## src/rtl/mem_arb_pkg.sv

```systemverilog
// Shared types and constants for the two-port unified-memory arbiter.
// Covers the owner-state encoding, the port IDs and the read-tag format.
package mem_arb_pkg;

    typedef enum logic [1:0] {
        OwnFree = 2'b00,
        Own0    = 2'b01,
        Own1    = 2'b10
    } owner_e;

    localparam logic Port0Id = 1'b0;
    localparam logic Port1Id = 1'b1;

    localparam int unsigned RdLatMin = 1;
    localparam int unsigned RdLatMax = 4;

    typedef struct packed {
        logic valid;
        logic id;
    } rd_tag_t;

    function automatic bit rd_lat_legal(input int unsigned lat);
        return (lat >= RdLatMin) && (lat <= RdLatMax);
    endfunction

endpackage

```

## src/rtl/mem_arbiter_rd_tag_pipe.sv

```systemverilog
// Fixed-latency shift register of read tags. A tag pushed in the address
// cycle emerges DEPTH cycles later, aligned with the memory read data.
module rd_tag_pipe
    import mem_arb_pkg::*;
#(
    parameter int unsigned DEPTH = 1
) (
    input  logic    clk,
    input  logic    rstb,
    input  rd_tag_t push_tag,
    output rd_tag_t pop_tag
);

    rd_tag_t pipe_q [DEPTH];
    rd_tag_t pipe_d [DEPTH];

    always_comb begin
        pipe_d[0] = push_tag;
        for (int i = 1; i < int'(DEPTH); i++) begin
            pipe_d[i] = pipe_q[i-1];
        end
    end

    always_ff @(posedge clk) begin
        if (!rstb) begin
            for (int i = 0; i < int'(DEPTH); i++) begin
                pipe_q[i] <= '0;
            end
        end else begin
            for (int i = 0; i < int'(DEPTH); i++) begin
                pipe_q[i] <= pipe_d[i];
            end
        end
    end

    assign pop_tag = pipe_q[DEPTH-1];

endmodule

```

## src/rtl/mem_arbiter.sv

```systemverilog
// Two-port arbiter for the CPU's single-ported unified memory.
// Provides round-robin grants, an optional ownership lock, and read data routed back by tag.
module mem_arbiter
    import mem_arb_pkg::*;
#(
    parameter int unsigned ADDR_W = 32,
    parameter int unsigned DATA_W = 32,
    parameter int unsigned RD_LAT = 1
) (
    input  logic              clk,
    input  logic              rstb,
    input  logic              r0_req,
    input  logic              r0_we,
    input  logic              r0_lock,
    input  logic [ADDR_W-1:0] r0_addr,
    input  logic [DATA_W-1:0] r0_wdata,
    output logic              r0_gnt,
    output logic              r0_rvalid,
    output logic [DATA_W-1:0] r0_rdata,
    input  logic              r1_req,
    input  logic              r1_we,
    input  logic              r1_lock,
    input  logic [ADDR_W-1:0] r1_addr,
    input  logic [DATA_W-1:0] r1_wdata,
    output logic              r1_gnt,
    output logic              r1_rvalid,
    output logic [DATA_W-1:0] r1_rdata,
    output logic [ADDR_W-1:0] mem_addr,
    output logic [DATA_W-1:0] mem_wr_data,
    output logic              mem_wr_ena,
    input  logic [DATA_W-1:0] mem_rd_data
);

    if (!rd_lat_legal(RD_LAT)) begin : g_bad_rd_lat
        $error("mem_arbiter: RD_LAT must be in 1..4");
    end

    owner_e            owner_q, owner_d;
    logic              last_q, last_d;
    logic [DATA_W-1:0] rdata0_q, rdata0_d;
    logic [DATA_W-1:0] rdata1_q, rdata1_d;
    logic              gnt0, gnt1, sel;
    rd_tag_t           push_tag, pop_tag;
    logic              rvalid0, rvalid1;

    // Grant decode; every output is forced quiet while reset is held.
    always_comb begin
        gnt0 = 1'b0;
        gnt1 = 1'b0;
        unique case (owner_q)
            Own0: gnt0 = r0_req;
            Own1: gnt1 = r1_req;
            default: begin
                if (r0_req && r1_req) begin
                    gnt0 = (last_q == Port1Id);
                    gnt1 = (last_q == Port0Id);
                end else begin
                    gnt0 = r0_req;
                    gnt1 = r1_req;
                end
            end
        endcase
        gnt0 = gnt0 & rstb;
        gnt1 = gnt1 & rstb;
    end

    always_comb begin
        owner_d = owner_q;
        unique case (owner_q)
            Own0: if (!r0_lock) owner_d = OwnFree;
            Own1: if (!r1_lock) owner_d = OwnFree;
            default: begin
                if (gnt0 && r0_lock) begin
                    owner_d = Own0;
                end else if (gnt1 && r1_lock) begin
                    owner_d = Own1;
                end
            end
        endcase
        last_d = gnt0 ? Port0Id : (gnt1 ? Port1Id : last_q);
    end

    // With no grant the bus keeps showing the last owner's inputs.
    always_comb begin
        sel         = gnt1 ? Port1Id : (gnt0 ? Port0Id : last_q);
        mem_addr    = '0;
        mem_wr_data = '0;
        if (rstb) begin
            mem_addr    = sel ? r1_addr : r0_addr;
            mem_wr_data = sel ? r1_wdata : r0_wdata;
        end
        mem_wr_ena = (gnt0 & r0_we) | (gnt1 & r1_we);
    end

    always_comb begin
        push_tag.valid = (gnt0 & ~r0_we) | (gnt1 & ~r1_we);
        push_tag.id    = gnt1 ? Port1Id : Port0Id;
    end

    rd_tag_pipe #(
        .DEPTH (RD_LAT)
    ) u_rd_tag_pipe (
        .clk      (clk),
        .rstb     (rstb),
        .push_tag (push_tag),
        .pop_tag  (pop_tag)
    );

    always_comb begin
        rvalid0  = rstb & pop_tag.valid & (pop_tag.id == Port0Id);
        rvalid1  = rstb & pop_tag.valid & (pop_tag.id == Port1Id);
        rdata0_d = rvalid0 ? mem_rd_data : rdata0_q;
        rdata1_d = rvalid1 ? mem_rd_data : rdata1_q;
    end

    assign r0_gnt    = gnt0;
    assign r1_gnt    = gnt1;
    assign r0_rvalid = rvalid0;
    assign r1_rvalid = rvalid1;
    assign r0_rdata  = rstb ? rdata0_d : '0;
    assign r1_rdata  = rstb ? rdata1_d : '0;

    always_ff @(posedge clk) begin
        if (!rstb) begin
            owner_q  <= OwnFree;
            last_q   <= Port1Id;
            rdata0_q <= '0;
            rdata1_q <= '0;
        end else begin
            owner_q  <= owner_d;
            last_q   <= last_d;
            rdata0_q <= rdata0_d;
            rdata1_q <= rdata1_d;
        end
    end

endmodule

```

## config.mk

```make
export PLATFORM = sky130hd
export DESIGN_NAME = mem_arbiter
export DESIGN_NICKNAME = d
export VERILOG_FILES = /design/src/rtl/mem_arb_pkg.sv /design/src/rtl/mem_arbiter_rd_tag_pipe.sv /design/src/rtl/mem_arbiter.sv
export SDC_FILE = /design/constraint.sdc
export NUM_CORES = 1
export LEC_CHECK = 0
export CAP_MARGIN = 20
export CORE_AREA = 3 3 117 119
export CTS_BUF_LIST = sky130_fd_sc_hd__clkbuf_4
export DETAILED_ROUTE_END_ITERATION = 10
export DIE_AREA = 0 0 120 122
export GPL_TIMING_DRIVEN = 1
export PLACE_DENSITY = 0.7
export SYNTH_ARGS = -nofsm -noshare
export SYNTH_HDL_FRONTEND = slang
export SYNTH_SLANG_ARGS = --single-unit
```

## constraint.sdc

```tcl
create_clock -name clk -period 2.37 [get_ports clk]
set_input_delay 0.3555 -clock clk [delete_from_list [all_inputs] [get_ports clk]]
set_output_delay 0.3555 -clock clk [all_outputs]
set_load 0.005 [all_outputs]
```

=== Word-level counts from Yosys, hierarchy flattened ===
Memories as Yosys holds them, arrays and structs flattened.
Cells that the tools add are included.
Widths: inputs -> output; s select.

* Register bits: 67
* RAM bits: 2
* Input bits: 168
* Output and inout bits: 133
* Logic and storage cells: 57
* Memories kept: 1

* Eq/ne operators: 4
* Multiplexer cells: 26
* Bitwise logic cells: 15
* Reductions and logical operators: 7

{| class="wikitable"
|+ Memories
! name !! words !! bits a word !! rd ports !! clocked after memory_dff !! wr ports !! RTL line !! text
|-
| u_rd_tag_pipe.pipe_q || 1 || 2 || 1 || 0 || 1 || mem_arbiter_rd_tag_pipe.sv:14 || <nowiki>rd_tag_t pipe_q [DEPTH];</nowiki>
|}

{| class="wikitable"
|+ Operators by type and width
! kind !! count
|-
| $mux 32 || 8
|-
| $mux 1 || 10
|-
| $mux 2 || 5
|-
| $and 1x1->1 || 9
|-
| $ne 2x2->1 const B || 2
|-
| $not 1->1 || 4
|-
| $pmux 1 s2 || 2
|-
| $pmux 2 s2 || 1
|-
| $reduce_bool 4->1 || 1
|-
| $logic_and 1x1->1 || 3
|-
| $reduce_and 3->1 || 1
|-
| $eq 2x1->1 const B || 1
|-
| $eq 2x2->1 const B || 1
|-
| $or 1x1->1 || 2
|-
| $reduce_bool 2->1 || 1
|-
| $reduce_or 2->1 || 1
|}

=== Logic depth before layout (Yosys ltp) ===
* Depth after elaboration: 8
* Mapped depth: 8
* Gate-level depth less buffers: 6

=== Modules after synthesis ===
A second synthesis with hierarchy kept.

* Cells, all modules: 458
* Area, all modules: 3,533.4 µm²

{| class="wikitable"
|+ By module, submodules not included
! module !! times used !! cells each !! area each (µm²)
|-
| mem_arbiter || 1 || 454 || 3,480.8
|-
| rd_tag_pipe || 1 || 4 || 52.6
|}

=== Least setup slack after synthesis ===
OpenSTA, ideal clock, no wires.

* Kind: reg-to-output
* Start: register owner_q[0]
* End: output port mem_addr[0]
* Arrival time: 1.781 ns
* Setup slack: 0.234 ns
* Stages on the path, launching flop included: 9
* Path buffers: 2
* Cell sequence: dfxtp_1 > inv_1 > ha_1 > o21a_1 > a32oi_1 > buf_4 > buf_8 > mux2i_1 > nor2_1

* Longest elaborated chain between the ends: 7
* Elaborated cells on any way between the ends: 10
* Those cells by class: 2 x eq/ne; 6 x mux; 2 x bitwise

{| class="wikitable"
|+ RTL lines
! item !! RTL line !! text
|-
| start: declaration || mem_arbiter.sv:38 || <nowiki>owner_e owner_q, owner_d;</nowiki>
|-
| start signal: assignment || mem_arbiter.sv:125 || <nowiki>owner_q <= OwnFree;</nowiki>
|-
| start signal: assignment || mem_arbiter.sv:130 || <nowiki>owner_q <= owner_d;</nowiki>
|-
| $eq 2x2->1 or $eq 2x1->1 (tied branches) || mem_arbiter.sv:50 || <nowiki>unique case (owner_q)</nowiki>
|-
| $pmux 1 s2 || mem_arbiter.sv:50 ||
|-
| $and 1x1->1 || mem_arbiter.sv:63 || <nowiki>gnt0 = gnt0 & rstb;</nowiki>
|-
| $mux 1 || mem_arbiter.sv:85 || <nowiki>sel = gnt1 ? Port1Id : (gnt0 ? Port0Id : last_q);</nowiki>
|-
| $mux 1 * || mem_arbiter.sv:85 ||
|-
| $mux 32 * || mem_arbiter.sv:89 || <nowiki>mem_addr = sel ? r1_addr : r0_addr;</nowiki>
|-
| $mux 32 * || mem_arbiter.sv:88 || <nowiki>if (rstb) begin</nowiki>
|-
| end: declaration || mem_arbiter.sv:28 || <nowiki>output logic [ADDR_W-1:0] mem_addr,</nowiki>
|}

Mark *: on every way between the ends. The rest lies on a longest branch, timed or not.

=== Worst setup path in the final report ===
* Start: register owner_q[0]
* End: output port mem_wr_data[31]

* Longest elaborated chain between the ends: 7
* Elaborated cells on any way between the ends: 10
* Those cells by class: 2 x eq/ne; 6 x mux; 2 x bitwise

{| class="wikitable"
|+ RTL lines
! item !! RTL line !! text
|-
| $eq 2x2->1 or $eq 2x1->1 (tied branches) || mem_arbiter.sv:50 ||
|-
| $pmux 1 s2 || mem_arbiter.sv:50 ||
|-
| $and 1x1->1 || mem_arbiter.sv:63 ||
|-
| $mux 1 || mem_arbiter.sv:85 ||
|-
| $mux 1 * || mem_arbiter.sv:85 ||
|-
| $mux 32 * || mem_arbiter.sv:90 || <nowiki>mem_wr_data = sel ? r1_wdata : r0_wdata;</nowiki>
|-
| $mux 32 * || mem_arbiter.sv:88 ||
|-
| end: declaration || mem_arbiter.sv:29 || <nowiki>output logic [DATA_W-1:0] mem_wr_data,</nowiki>
|}

Marks and branches as above.

==> flow_summary.ini <==
[critical_path]
startpoint_type = register
worstPathArrival_ns = 2.37
ff2ff_setup_slack_ns = 0.75
crit_type = reg2out
critPathCaptureType = output port
crit_start = owner_q[0]
cp.required_ns = 2.01
rr_worst_depth = 9
r2r-end = owner_q[0]
r2r_start = owner_q[1]
endpoint = mem_wr_data[31]
crit_path_max_fanout = 6

[floorplan]
die_w_um = 120
boundaryPins = 301
initial_core_util_pct = 27.44
dieArea_um2 = 14640
row_count = 41
die_y_um = 122
core-area_um2 = 12670

[detailed_routing]
drc = 0
initialDrtViolationCount = 223
drt-total-wl_um = 16500
routedWlPerCell_um = 17.17
vias_per_cell = 4.638
vias = 4457
ant_nets = 0
dr.pass1.iters = 4

[place]
gp_congestion = 0.8308
dp.final_hpwl_um = 11710
portBuffers = 300
dp_slack_ns = -0.4125
place_inst = 921

[final_layout]
finalNetCount = 955
syn_to_final_growth_pct = 113.9
fillers = 1117
antennaDiodeCount = 0
drive_gt1_share_pct = 23.70
final_cells = 961

[synth]
synth_commonest_cells = nand2_1 (130), dfxtp_1 (69), nor2_1 (66)
ys_seq_elements = 69
postSynthCellCount = 458
synth_flop_cell = dfxtp_1
synth_nets = 628
yosysWarnings = 0
synth.most_common_cell = nand2_1
synth-seq-area-share_pct = 39.73
synth.top_cell.area_share_pct = 39.73
avgSynthCellArea_um2 = 7.592
synth_edf_count = 0
yosysTopAreaCell = dfxtp_1
synth.area.top_cells = dfxtp_1 (40%), mux2i_1 (18%), nand2_1 (14%)
synth_area_um2 = 3477
netlist-cell-type-count = 25
async_flop_share_pct = 0

[status]
violations = negative setup slack
outcome = finished with violations

[timing]
tns_ns = -16.46
period_needed_ns = 2.722
rsz0062_at_grt = yes
finalMaxSlewViolations = 0
period_share_pct = 114.8
holdWs_ns = 0.4580
tightest_slew_ns = 0.3462
hold_violations = 0
fin_ws_ns = -0.3518
skew_ns = 0.01762
setup_viol = 64
max_freq_mhz = 367.4
max_slew_margin_pct = 76.82

[pwr]
ir_drop_mv = 0.3929
power.total_mw = 4.667
p_per_area_nw_per_um2 = 627.7
p_leak_nw = 3.829

[cts]
cts_htree_levels = 3
cts_hold_buf = 0
numCtsBuffers = 9
clk_pin_slew_ns = 0.12
clk_path_buf_depth = 2
cts_sinks = 69
cts_tree = yes
clock_latency_ns = 0.40
root_buffer = clkbuf_4

[global_route]
antenna_found_initial = 0
use_met2_pct = 35.58
busiest_layer = met2
grt_start_max_net_pins = 67
use_met1_pct = 23.45
grt_pass1_vias = 4424
use_met3_pct = 7.567
grt-ovfl-total = 0
grt_pass1_wl_um = 23730
grtUsageTotal_pct = 20.15

[worst_hold_path]
min_path_type = in2reg

[job]
drv_cap = 0
[registers in the layout, summed over array words and instances (netlist names)]
name / flops
last_q: 1
owner_q: 2
rdata0_q: 32
rdata1_q: 32
u_rd_tag_pipe.pipe_q: 2
[how the worst min path moves through the flow]
stage | from | end | slack [ns] | depth (start not counted)
after global routing | rstb | rdata0_q[23] | 0.43 | 4
final | rstb | rdata0_q[1] | 0.46 | 4
after floorplan | r1_we | u_rd_tag_pipe.pipe_q[0][1] | 0.45 | 1
after CTS | rstb | rdata1_q[24] | 0.42 | 4
after global placement | rdata1_q[1] | rdata1_q[1] | 0.45 | 2
after detailed placement | rdata0_q[26] | rdata0_q[26] | 0.45 | 2
[layout make-up]
class                   count  area, um^2  share of cell area (%)
clock buffers               9       67.56                  0.9086
clock inverters             6       63.81                  0.8582
inverters                   5       21.27                  0.2861
multi-input cells         348        2163                   29.09
flip-flops and latches     69        1385                   18.63
well taps                 172       215.2                   2.894
repair buffers            352        3520                   47.33
[worst max-delay path, stage by stage (launching register included)]
cell,delay (ns)
dfxtp_2,0.35
inv_2,0.04
ha_4,0.28
o211ai_1,0.15
a32oi_4,0.31
clkbuf_16,0.22
buf_8,0.12
buf_12,0.12
mux2i_2,0.19
nor2_1,0.07
buf_2,0.14
[layer usage]
metal | routed length (um) | up-vias
li1 | - | 2171
met1 | 6259 | 2059
met2 | 8491 | 209
met3 | 1549 | 18
met4 | 197 | 0
met5 | 0 | -
[stage by stage]
step | utilization, % | area (um^2)
2_1_floorplan | - | 3477
6_report | 58.68 | 7436
5_1_grt | 58.68 | 7436
3_5_place_dp | 53.75 | 6810
3_3_place_gp | 53.75 | 6810
4_1_cts | 55.97 | 7092
[cells by family (layout without fill, tap and decap cells)]
| kind of cell | Yosys count | in the layout | share of synthesized area (%) |
|---|---|---|---|
| and+or+nand+nor | 207 | 207 | 22.99 |
| buffers and inverters | 41 | 372 | 6.585 |
| AOI/OAI and AO/OA | 75 | 75 | 11.55 |
| DFF | 69 | 69 | 39.73 |
| muxes | 64 | 64 | 18.42 |
| adders and majority gates | 2 | 2 | 0.7196 |
[cells in the final DEF (no fill, tap or decap), drive strengths merged, types with 3 or more instances in the layout]
cell	instances
buf	113
clkdlybuf4s50	175
dfxtp	69
and3	3
clkbuf	14
nand2	130
inv	5
nand3	4
clkinv	3
dlymetal6s2s	44
dlygate4sd2	15
mux2i	64
o21ai	65
nor2	66
[power breakdown]
group	leakage, nW	internal (mW)	total, mW	switching [mW]
clock	0.0682	0.316	0.735	0.419
combinational	3.20	1.59	2.63	1.04
sequential	0.560	1.26	1.30	0.0421
[repair_timing]
item	in CTS	in global routing
pin swaps	7	28
setup buffers	16	8
gates cloned	6	3
gates resized for setup	323	92
setup endpoints to repair	92	118
Power figures use the tool's default switching activity.
